## src/rtl/sha_pkg.sv

```systemverilog
// Shared SHA definitions: instruction field offsets, opcodes and bus IDs
// used by the request queue and the SHA control FSM.
package sha_pkg;

  localparam int SHA_ADDRW = 24;
  localparam int SHA_IW    = 3 * SHA_ADDRW + 2;

  localparam int DST_LSB = 0;
  localparam int TXT_LSB = SHA_ADDRW;
  localparam int KEY_LSB = 2 * SHA_ADDRW;
  localparam int OPC_LSB = 3 * SHA_ADDRW;

  typedef enum logic [1:0] {
    OP_INIT   = 2'd0,
    OP_UPDATE = 2'd1,
    OP_FINAL  = 2'd2,
    OP_DIGEST = 2'd3
  } opcode_e;

  localparam logic [7:0] ACCEL_ID = 8'h5A;
  localparam logic [7:0] MEM_ID   = 8'hA5;

  // Host bytes needed to carry one instruction of iw bits.
  function automatic int nbytes_of(input int iw);
    return (iw + 7) / 8;
  endfunction

endpackage

```

## src/rtl/sha_req_assembler.sv

```systemverilog
// Assembles little-endian host bytes into one IW-bit instruction; the last
// byte is merged combinationally so the word is pushed in its accept cycle.
module sha_req_assembler #(
  parameter int IW     = 74,
  parameter int NBYTES = 10
) (
  input  logic          clk,
  input  logic          rst_n,
  input  logic          flush,
  input  logic          stall,
  input  logic          in_valid,
  input  logic [7:0]    in_data,
  output logic          in_ready,
  output logic          word_valid,
  output logic [IW-1:0] word
);

  localparam int CW = $clog2(NBYTES);
  localparam int LB = IW - 8 * (NBYTES - 1);
  localparam logic [CW-1:0] LAST = CW'(NBYTES - 1);

  logic [CW-1:0] cnt_reg;
  logic [7:0]    byte_reg [NBYTES-1];
  logic          at_last;
  logic          accept;

  assign at_last    = (cnt_reg == LAST);
  assign in_ready   = !at_last || !stall;
  assign accept     = in_valid && in_ready;
  assign word_valid = accept && at_last;

  always_ff @(posedge clk) begin
    if (!rst_n || flush) begin
      cnt_reg <= '0;
    end else if (accept) begin
      cnt_reg <= at_last ? '0 : cnt_reg + CW'(1);
    end
  end

  // Stale bytes need no clearing: the counter restarts at 0 and every slot
  // is rewritten before the next word can complete.
  always_ff @(posedge clk) begin
    for (int k = 0; k < NBYTES - 1; k++) begin
      if (accept && cnt_reg == CW'(k)) begin
        byte_reg[k] <= in_data;
      end
    end
  end

  genvar gi;
  generate
    for (gi = 0; gi < NBYTES - 1; gi++) begin : g_byte
      assign word[8*gi +: 8] = byte_reg[gi];
    end
  endgenerate

  assign word[IW-1 -: LB] = in_data[LB-1:0];

endmodule

```

## src/rtl/sha_req_queue.sv

```systemverilog
// Byte-fed circular request FIFO in front of the SHA control FSM.
// Optional feature macro SHA_REQQ_COUNT_EN adds count and ovf_err outputs.
module sha_req_queue #(
  parameter int ADDRW  = 24,
  parameter int DEPTH  = 4,
  parameter int NBYTES = sha_pkg::nbytes_of(3 * ADDRW + 2)
) (
  input  logic                 clk,
  input  logic                 rst_n,
  input  logic                 in_valid,
  input  logic [7:0]           in_data,
  output logic                 in_ready,
  input  logic                 flush,
  output logic                 req_valid,
  output logic [3*ADDRW+1:0]   req_data,
  input  logic                 req_ready
`ifdef SHA_REQQ_COUNT_EN
  ,
  output logic [$clog2(DEPTH):0] count,
  output logic                   ovf_err
`endif
);

  import sha_pkg::*;

  localparam int IW = 3 * ADDRW + 2;
  localparam int AW = $clog2(DEPTH);
  localparam int PW = AW + 1;

  logic [IW-1:0] mem [DEPTH];
  logic [PW-1:0] wr_ptr_reg, rd_ptr_reg;
  logic [PW-1:0] wr_ptr_next, rd_ptr_next;
  logic          empty, full;
  logic          word_valid;
  logic [IW-1:0] word;
  logic          push, pop;

  sha_req_assembler #(
    .IW     (IW),
    .NBYTES (NBYTES)
  ) u_asm (
    .clk        (clk),
    .rst_n      (rst_n),
    .flush      (flush),
    .stall      (full),
    .in_valid   (in_valid),
    .in_data    (in_data),
    .in_ready   (in_ready),
    .word_valid (word_valid),
    .word       (word)
  );

  assign empty = (wr_ptr_reg == rd_ptr_reg);
  assign full  = (wr_ptr_reg[AW-1:0] == rd_ptr_reg[AW-1:0]) &&
                 (wr_ptr_reg[AW] != rd_ptr_reg[AW]);

  // The assembler cannot complete a word while full, so push needs no
  // separate full check.
  assign push = word_valid && !flush;
  assign pop  = req_valid && req_ready && !flush;

  always_comb begin
    wr_ptr_next = wr_ptr_reg;
    rd_ptr_next = rd_ptr_reg;
    if (!rst_n || flush) begin
      wr_ptr_next = '0;
      rd_ptr_next = '0;
    end else begin
      if (push) wr_ptr_next = wr_ptr_reg + PW'(1);
      if (pop)  rd_ptr_next = rd_ptr_reg + PW'(1);
    end
  end

  always_ff @(posedge clk) begin
    wr_ptr_reg <= wr_ptr_next;
    rd_ptr_reg <= rd_ptr_next;
  end

  always_ff @(posedge clk) begin
    if (push && rst_n) begin
      mem[wr_ptr_reg[AW-1:0]] <= word;
    end
  end

  assign req_valid = !empty;
  assign req_data  = empty ? '0 : mem[rd_ptr_reg[AW-1:0]];

`ifdef SHA_REQQ_COUNT_EN
  // in_ready only drops on the last byte while full, so a refused valid
  // byte is exactly the overflow condition.
  always_ff @(posedge clk) begin
    if (!rst_n || flush) begin
      count   <= '0;
      ovf_err <= 1'b0;
    end else begin
      count <= wr_ptr_next - rd_ptr_next;
      if (in_valid && !in_ready) ovf_err <= 1'b1;
    end
  end
`endif

endmodule

```

## config.mk

```make
export PLATFORM = sky130hd
export DESIGN_NAME = sha_req_queue
export DESIGN_NICKNAME = d
export VERILOG_FILES = /design/src/rtl/sha_pkg.sv /design/src/rtl/sha_req_assembler.sv /design/src/rtl/sha_req_queue.sv
export SDC_FILE = /design/constraint.sdc
export NUM_CORES = 1
export LEC_CHECK = 0
export ABC_AREA = 1
export BUFFER_PORTS_ARGS = -buffer_cell sky130_fd_sc_hd__buf_2
export CAP_MARGIN = 20
export CORE_MARGIN = 5
export CORE_UTILIZATION = 40
export DETAILED_ROUTE_END_ITERATION = 6
export PLACE_DENSITY = 0.55
export SYNTH_ARGS = -nofsm -noshare
export SYNTH_HDL_FRONTEND = slang
export SYNTH_SLANG_ARGS = --single-unit
export TNS_END_PERCENT = 10
```

## constraint.sdc

```tcl
create_clock -name clk -period 11.1 [get_ports clk]
set_clock_uncertainty 0.2 [all_clocks]
set_input_delay 1.11 -clock clk [delete_from_list [all_inputs] [get_ports clk]]
set_output_delay 1.11 -clock clk [all_outputs]
set_load 0.02 [all_outputs]
```

---- After elaboration in Yosys (flattened, before gate mapping) ----
Memory sizes are Yosys's and may differ from the RTL's. A register that Yosys moved wholly into a read port is not among the register bits.
Cells that the tools add are included.
Widths: inputs -> output; s select.
storage, ports and cells
  memories kept ........................... 2
  output and inout port bits .............. 76
  bits in registers ....................... 10
  input port bits ......................... 13
  logic and storage cells ................. 100
  memory bits (writable) .................. 368
operators by class
  equal/unequal tests ..................... 12
  add/subtract/negate cells ............... 3
  multiplexer cells ....................... 48
  reduce and logical (&&, ||, !) cells .... 32
memory list
  memory          depth  width  rd ports  clocked after memory_dff  write ports  RTL line                 source
  mem             4      74     1         1                         1            sha_req_queue.sv:30      logic [IW-1:0] mem [DEPTH];
  u_asm.byte_reg  9      8      9         0                         1            sha_req_assembler.sv:23  logic [7:0] byte_reg [NBYTES-1];
operators with widths
  cell                 count
  $mux 74              1
  $mux 8               8
  $reduce_or 8->1      8
  $mux 4               9
  $mux 1               28
  $eq 4x3->1 const B   4
  $logic_and 1x1->1    16
  $eq 4x2->1 const B   2
  $eq 4x4->1 const B   2
  $add 3x1->3 const B  2
  $logic_not 1->1      5
  $add 4x1->4 const B  1
  $eq 4x1->1 const B   1
  $logic_not 4->1      1
  $mux 2               2
  $eq 3x3->1           1
  $eq 2x2->1           1
  $logic_or 1x1->1     2
  $ne 1x1->1           1

---- Logic depth before layout (Yosys ltp) ----
Gate-level depths: netlist of the first run.
  word-level depth ........................ 17
  mapped depth ............................ 9
  gate-level depth less buffers ........... 9

---- Cells and area by module ----
A second synthesis of the first run with hierarchy kept.
unflattened totals
  cells, all modules ...................... 1146
  area total of the unflattened synthesis .. 14684.1 um^2
by module, submodules not included
  module             area an instance (um^2)  cells an instance  seq. area each (um^2)  times used
  sha_req_queue      12172.9                  1014               9048.7                 1
  sha_req_assembler  2511.2                   132                2242.2                 1

---- Worst setup path after synthesis of the first run ----
OpenSTA, ideal clock, no wires.
  kind .................................... input port to flip-flop
  from .................................... in in_valid
  to ...................................... mem mem[0][0], enable pin
  library setup time ...................... 0.613 ns
  arrival ................................. 7.013 ns
  slack ................................... 3.274 ns
  required time ........................... 10.287 ns
  stages .................................. 3
  path buffers ............................ 1
  path through ............................ clkbuf_1 > nand3_2 > nor3b_1
between the ends
  word-level cells in the longest chain between the ends .. 6
RTL lines
  what                          RTL line                 source
  start, declared               sha_req_queue.sv:10      input logic in_valid,
  $logic_and 1x1->1             sha_req_assembler.sv:29  assign accept = in_valid && in_ready;
  $logic_and 1x1->1             sha_req_assembler.sv:30  assign word_valid = accept && at_last;
  $logic_and 1x1->1             sha_req_queue.sv:59      assign push = word_valid && !flush;
  $logic_and 1x1->1             sha_req_queue.sv:80      if (push && rst_n) begin
  $mux 1                        sha_req_queue.sv:80
  $mux 1 (implied by the code)  sha_req_queue.sv:81      mem[wr_ptr_reg[AW-1:0]] <= word;
  end, declared                 sha_req_queue.sv:30
No other way between the ends.

==> results.tsv, run 1 <==
stage	metric	value	unit
status	run_status	finished, final reports clean	
clock_network	cts_buffers	37	
final_layout	largest_reg_flops	296	
routing	drt-initial-drc-count	584	
yosys	synth_common_cells	edfxtp_1 (368), nor2_1 (248), nand2_1 (104)	
global_route	grt_max_degree	101	
sta	hold_viol	0	
clock_network	post_cts_buffers	0	
routing	dr.pass1.iters	5	
clock_network	cts_tree	done	
power_and_ir_drop	p_leak	0.006177	µW
place	gp_congestion	0.7723	
sta	worst_hold_slack	0.2901	ns
floorplan	num_io_pins	89	
worst_setup_path	worstPathRequired	9.79	ns
sta	post-route-period-util	41.88	%
yosys	yosysMostFrequentCell	edfxtp_1	
final_layout	drive_gt1_share	13.93	%
floorplan	die_h	200.8	µm
yosys	synth_cells	1071	
final_layout	n_fill_cell	3211	
worst_setup_path	critPathArrivalTime	3.34	ns
yosys	yosys_warnings	0	
clock_network	clock_sinks	380	
floorplan	coreArea	0.03574	mm²
power_and_ir_drop	powerDensity	166.3	mW/mm²
floorplan	rows	69	
global_route	overflow	0	
routing	wl_per_cell	18.59	µm
power_and_ir_drop	vdd_drop_max	0.09992	mV
yosys	syn_area	0.01456	mm²
final_layout	multi_input_area	0.002587	mm²
yosys	ys_seq_area_share	77.55	%
run	maxCapViolations	0	
yosys	netlist.area_leader.share	75.90	%
yosys	synth_area_leader_cell	edfxtp_1	
final_layout	seq_area	0.01130	mm²
yosys	synth_cell_types	26	
routing	viasPerCell	4.999	
routing	drt.antenna.violating_nets	0	
yosys	synth_flop_cell	edfxtp_1	
global_route	grt_pass1_wl	46.93	mm
sta	rsz0062_at_grt	no	
clock_network	insertion_delay	0.51	ns
place	dp_hpwl	16.40	mm
global_route	grt_usage	14.80	%
worst_setup_path	endpoint_kind	output port	
sta	setup-violations-final	0	
routing	routed_wirelength	30.46	mm
sta	min_period	4.648	ns
clock_network	cts_hold_buf	0	
yosys	synth.area.top_cells	edfxtp_1 (76%), nor2_1 (6.4%), o32ai_1 (4.5%), nand2_1 (2.7%), o21ai_0 (2.6%)	
routing	drc_errors	0	
clock_network	path_clk_slew	0.06	ns
sta	final.setup.tns	0	ns
final_layout	synthToLayoutAreaGrowth	13.24	%
final_layout	nets	1171	
global_route	grt_antenna_before_repair	0	
sta	slew_violations	0	
sta	max_slew_margin	28.78	%
yosys	synth_edf_count	368	
place	post-place-cells	1575	
clock_network	cts_max_path_buffers	3	
yosys	syn_area_per_cell	13.59	µm²
worst_setup_path	crit_type	flip-flop to output port	
clock_network	cts_max_level	2	
routing	num_vias	8188	
sta	max_freq	215.1	MHz
yosys	synthArstFlopShare	0	%
yosys	syn_nets	1089	
clock_network	post_cts_resized	0	
global_route	grt_pass1_vias	7982	
clock_network	cts_root_buf	clkbuf_16	
final_layout	n_antenna_cell	0	
place	portBuffers	88	
final_layout	layoutNonFillerInstCount	1638	
min_path	hold_class	flip-flop to flip-flop	
floorplan	initial_utilization	40.73	%
yosys	ys_ff_latch	380	
final_layout	utilization	46.13	%
worst_setup_path	cp_max_fo	96	
floorplan	die-area	0.04031	mm²
sta	worst_pin_slew	1.068	ns
worst_setup_path	startpoint_type	flip-flop	
floorplan	chipWidth	200.8	µm
stage by stage:
stage	setup WS (ns)	total power, µW	area (µm²)
finish	6.452	2742	16490
global route	6.072	2836	16490
CTS	6.355	2769	16490
detailed placement	6.897	1617	15370
global placement	6.917	1616	15370
floorplan	3.274	1600	14560
final cells by class:
type                    count  area share (%)
clock buffers              55           6.344
clock inverters             8          0.4022
inverters                 101           2.315
multi-input cells         533           15.69
flip-flops and latches    380           68.53
well taps                 461           3.499
repair buffers            100           3.218
cells in the final DEF (no fill, tap or decap):
cell type     n
edfxtp_1    368
nor2_1      248
nand2_1     103
inv_1        92
buf_2        88
o21ai_0      77
o32ai_1      74
clkbuf_16    39
clkbuf_1     15
buf_4        12
dfxtp_1      10
nand3_1       9
inv_2         7
clkinv_1      5
ha_1          5
a21oi_1       4
nor2_2        3
nor3b_2       3
nand2_2       2
dfxtp_4       2
inv_4         1
nand3_2       1
nor3_2        1
nand4_1       1
o21ai_1       1
xor2_1        1
inv_6         1
clkinv_2      1
clkinvlp_4    1
bufinv_16     1
clkbuf_8      1
metal layers:
metal	vias to the layer above	routed length [µm]	global-route usage, %
li1	3954	-	-
met1	4055	14130	20.47
met2	149	14720	24.85
met3	30	1146	2.423
met4	0	459	3.417
met5	-	0	0
power breakdown:
part	internal [µW]	switching, µW	total (µW)
clock network	674	483	1160
registers	1560	2.98	1560
logic	3.47	17.8	21.3
path summary, 6_finish.rpt:
check | start | end | slack (ns) | depth (start not counted)
worst max register to register | u_asm.cnt_reg[1] | mem[3][18] | 8.17 | 8
worst max-delay path | flip-flop | req_data[39] | 6.45 | 7
worst min-delay path | u_asm.byte_reg[0][21] | mem[2][21] | 0.29 | 0
worst min register to register | u_asm.byte_reg[0][21] | mem[2][21] | 0.29 | 0
logic make-up after synthesis:
group	Yosys count	share of synthesized area, %
xor gates and xnor gates	1	0.06017
buffers and inverters	158	4.830
DFF	380	77.55
and+or+nand+nor	371	9.857
AOI/OAI and AO/OA	156	7.271
adders and majority gates	5	0.4297
critical path, stage by stage, from the launching register on:
cell     delay (ns)
dfxtp_4        0.55
inv_4          0.51
buf_4          0.92
nor2_1         0.07
o32ai_1        0.41
nand2_1        0.09
inv_1          0.07
buf_2          0.16
(Power assumes the default switching activity.)
==> run 2, diff against run 1 <==
==> constraint.sdc (replaced) <==
create_clock -name clk -period 4.4 [get_ports clk]
set_clock_uncertainty 0.2 [all_clocks]
set_input_delay 0.44 -clock clk [delete_from_list [all_inputs] [get_ports clk]]
set_output_delay 0.44 -clock clk [all_outputs]
set_load 0.02 [all_outputs]
==> run 2 against run 1 <==
Effect of this change:
- clock power grew to 2.7 times the previous value
- flip-flop and latch count unchanged
- setup slack worse by 5.2 ns
- sequential power rose to 2.5 times the previous value
- sequential share of layout area down 0.74 points
- first-iteration DRC count rose by 13%
- hold slack lost 0.19 ns
- final area rose by 1.1%
- die area unchanged
- critical endpoint is now req_data[47]
- largest power group unchanged
==> results.tsv, run 2 (same netlist as run 1, synthesis figures left out) <==
stage	metric	value	unit
status	run_status	finished, final reports clean	
routing	dr.max_layer_used	met4	
sta	max_freq	313.3	MHz
global_route	grt_pass1_vias	8402	
clock_network	cts_buffers	38	
global_route	grt_usage	15.36	%
worst_setup_path	worstPathRequired	3.76	ns
place	post-place-cells	1579	
floorplan	rows	69	
run	maxCapViolations	0	
sta	hold_viol	0	
clock_network	cts_max_path_buffers	3	
clock_network	cts_root_buf	clkbuf_16	
clock_network	post_cts_resized	0	
routing	route.met3.wl	1.492	mm
routing	wl_met2	14.91	mm
final_layout	n_fill_cell	3235	
worst_setup_path	endpoint_kind	output port	
sta	post-route-period-util	72.54	%
final_layout	nets	1176	
clock_network	insertion_delay	0.51	ns
global_route	grt_max_degree	79	
clock_network	cts_hold_buf	0	
routing	drt.antenna.violating_nets	0	
final_layout	layoutNonFillerInstCount	1648	
clock_network	clock_sinks	380	
clock_network	path_clk_slew	0.06	ns
power_and_ir_drop	powerDensity	424.6	mW/mm²
place	dpl-instance-area	0.01547	mm²
worst_setup_path	startpoint_type	flip-flop	
final_layout	n_antenna_cell	0	
routing	drc_errors	0	
power_and_ir_drop	vdd_drop_max	0.2502	mV
worst_setup_path	cp_max_fo	31	
min_path	hold_class	primary input to flip-flop	
worst_setup_path	crit_type	flip-flop to output port	
routing	dr.pass1.iters	5	
floorplan	die_h	200.8	µm
sta	min_period	3.192	ns
routing	wl_per_cell	18.93	µm
routing	viasPerCell	5.038	
final_layout	final_cell_mix	edfxtp_1 (368), nor2_1 (248), nand2_1 (103)	
worst_setup_path	critPathArrivalTime	2.55	ns
routing	drt-initial-drc-count	660	
global_route	overflow	0	
place	portBuffers	88	
sta	slew_violations	0	
final_layout	layout_commonest_cell	edfxtp_1	
place	dp_hpwl	16.96	mm
floorplan	die-area	0.04031	mm²
sta	setup-violations-final	0	
sta	max_slew_margin	34.37	%
sta	worst_pin_slew	0.9809	ns
floorplan	num_io_pins	89	
clock_network	cts_tree	done	
sta	rsz0062_at_grt	no	
clock_network	cts_max_level	2	
place	gp_congestion	0.7604	
global_route	grt_pass1_wl	48.71	mm
final_layout	largest_reg_flops	296	
floorplan	coreArea	0.03574	mm²
floorplan	chipWidth	200.8	µm
power_and_ir_drop	p_leak	0.006289	µW
final_layout	fin_area	0.01667	mm²
final_layout	drive_gt1_share	14.49	%
routing	routed_wirelength	31.19	mm
clock_network	post_cts_buffers	0	
routing	m1WireLength	14.32	mm
floorplan	initial_utilization	40.73	%
final_layout	synthToLayoutAreaGrowth	14.47	%
routing	num_vias	8302	
global_route	grt_antenna_before_repair	0	
run 2: changes by cell type in the layout (fill, tap and decap cells not counted), moves of 2 or more:
| cell | before | now |
|---|---|---|
| clkinv_1 | 5 | 16 |
| clkbuf_1 | 15 | 6 |
| buf_12 | 0 | 3 |
| clkinv_2 | 1 | 4 |
| nor3b_2 | 3 | 0 |
| nor3b_4 | 0 | 3 |
| clkbuf_16 | 39 | 41 |
run 2: area by class of cell:
type	count	area (µm²)	share of cell area, %
Clock buffer	48	1062	6.374
Clock inverter	21	136.4	0.8183
Inverter	101	381.6	2.290
Multi-Input combinational cell	533	2613	15.68
Sequential cell	380	11300	67.79
Tap cell	461	576.8	3.461
Timing Repair Buffer	104	598.1	3.589
run 2: report_power, final:
part | internal (µW) | switching, µW | total, µW | leakage [µW]
clock network | 1820 | 1260 | 3080 | 0.000587
logic | 8.82 | 45.7 | 54.5 | 0.00229
registers | 3940 | 8.15 | 3950 | 0.00341
run 2: metrics by stage:
stage | hold slack, ns | power [µW] | util (%) | setup TNS, ns | setup slack, ns
finish | 0.1027 | 7076 | 46.63 | 0 | 1.208
global placement | 0.2751 | 4078 | 43.28 | 0 | 1.705
detailed placement | 0.2801 | 4079 | 43.28 | 0 | 1.701
CTS | 0.08023 | 7143 | 46.63 | 0 | 1.145
global route | 0.1346 | 7309 | 46.63 | 0 | 0.9576
floorplan | 0.2587 | 4038 | - | -42.13 | -0.1521
run 2: layer usage:
metal / vias to the layer above / global-route usage, %
met5: - / 0
met4: 0 / 3.319
met3: 33 / 2.682
met2: 188 / 25.62
met1: 4109 / 21.39
li1: 3972 / -
run 2: worst max-delay path, stage by stage, from the launching register on:
cell     delay, ns
dfxtp_1       0.42
inv_2         0.08
nand2_1       0.06
nand2_1       0.06
nor2_2        0.13
nand2_2       0.49
buf_4         0.45
nand2_1       0.12
inv_1         0.04
buf_2         0.15
run 2: worst paths after layout:
| kind | endpoint | cells after the start | startpoint | slack [ns] |
|---|---|---|---|---|
| setup / recovery | req_data[47] | 9 | wr_ptr_reg[0] | 1.21 |
| hold / removal | u_asm.cnt_reg[1] | 3 | in_valid | 0.10 |
| setup reg to reg | mem[1][17] | 7 | u_asm.cnt_reg[1] | 1.73 |
| hold reg to reg | mem[1][24] | 0 | u_asm.byte_reg[0][24] | 0.29 |
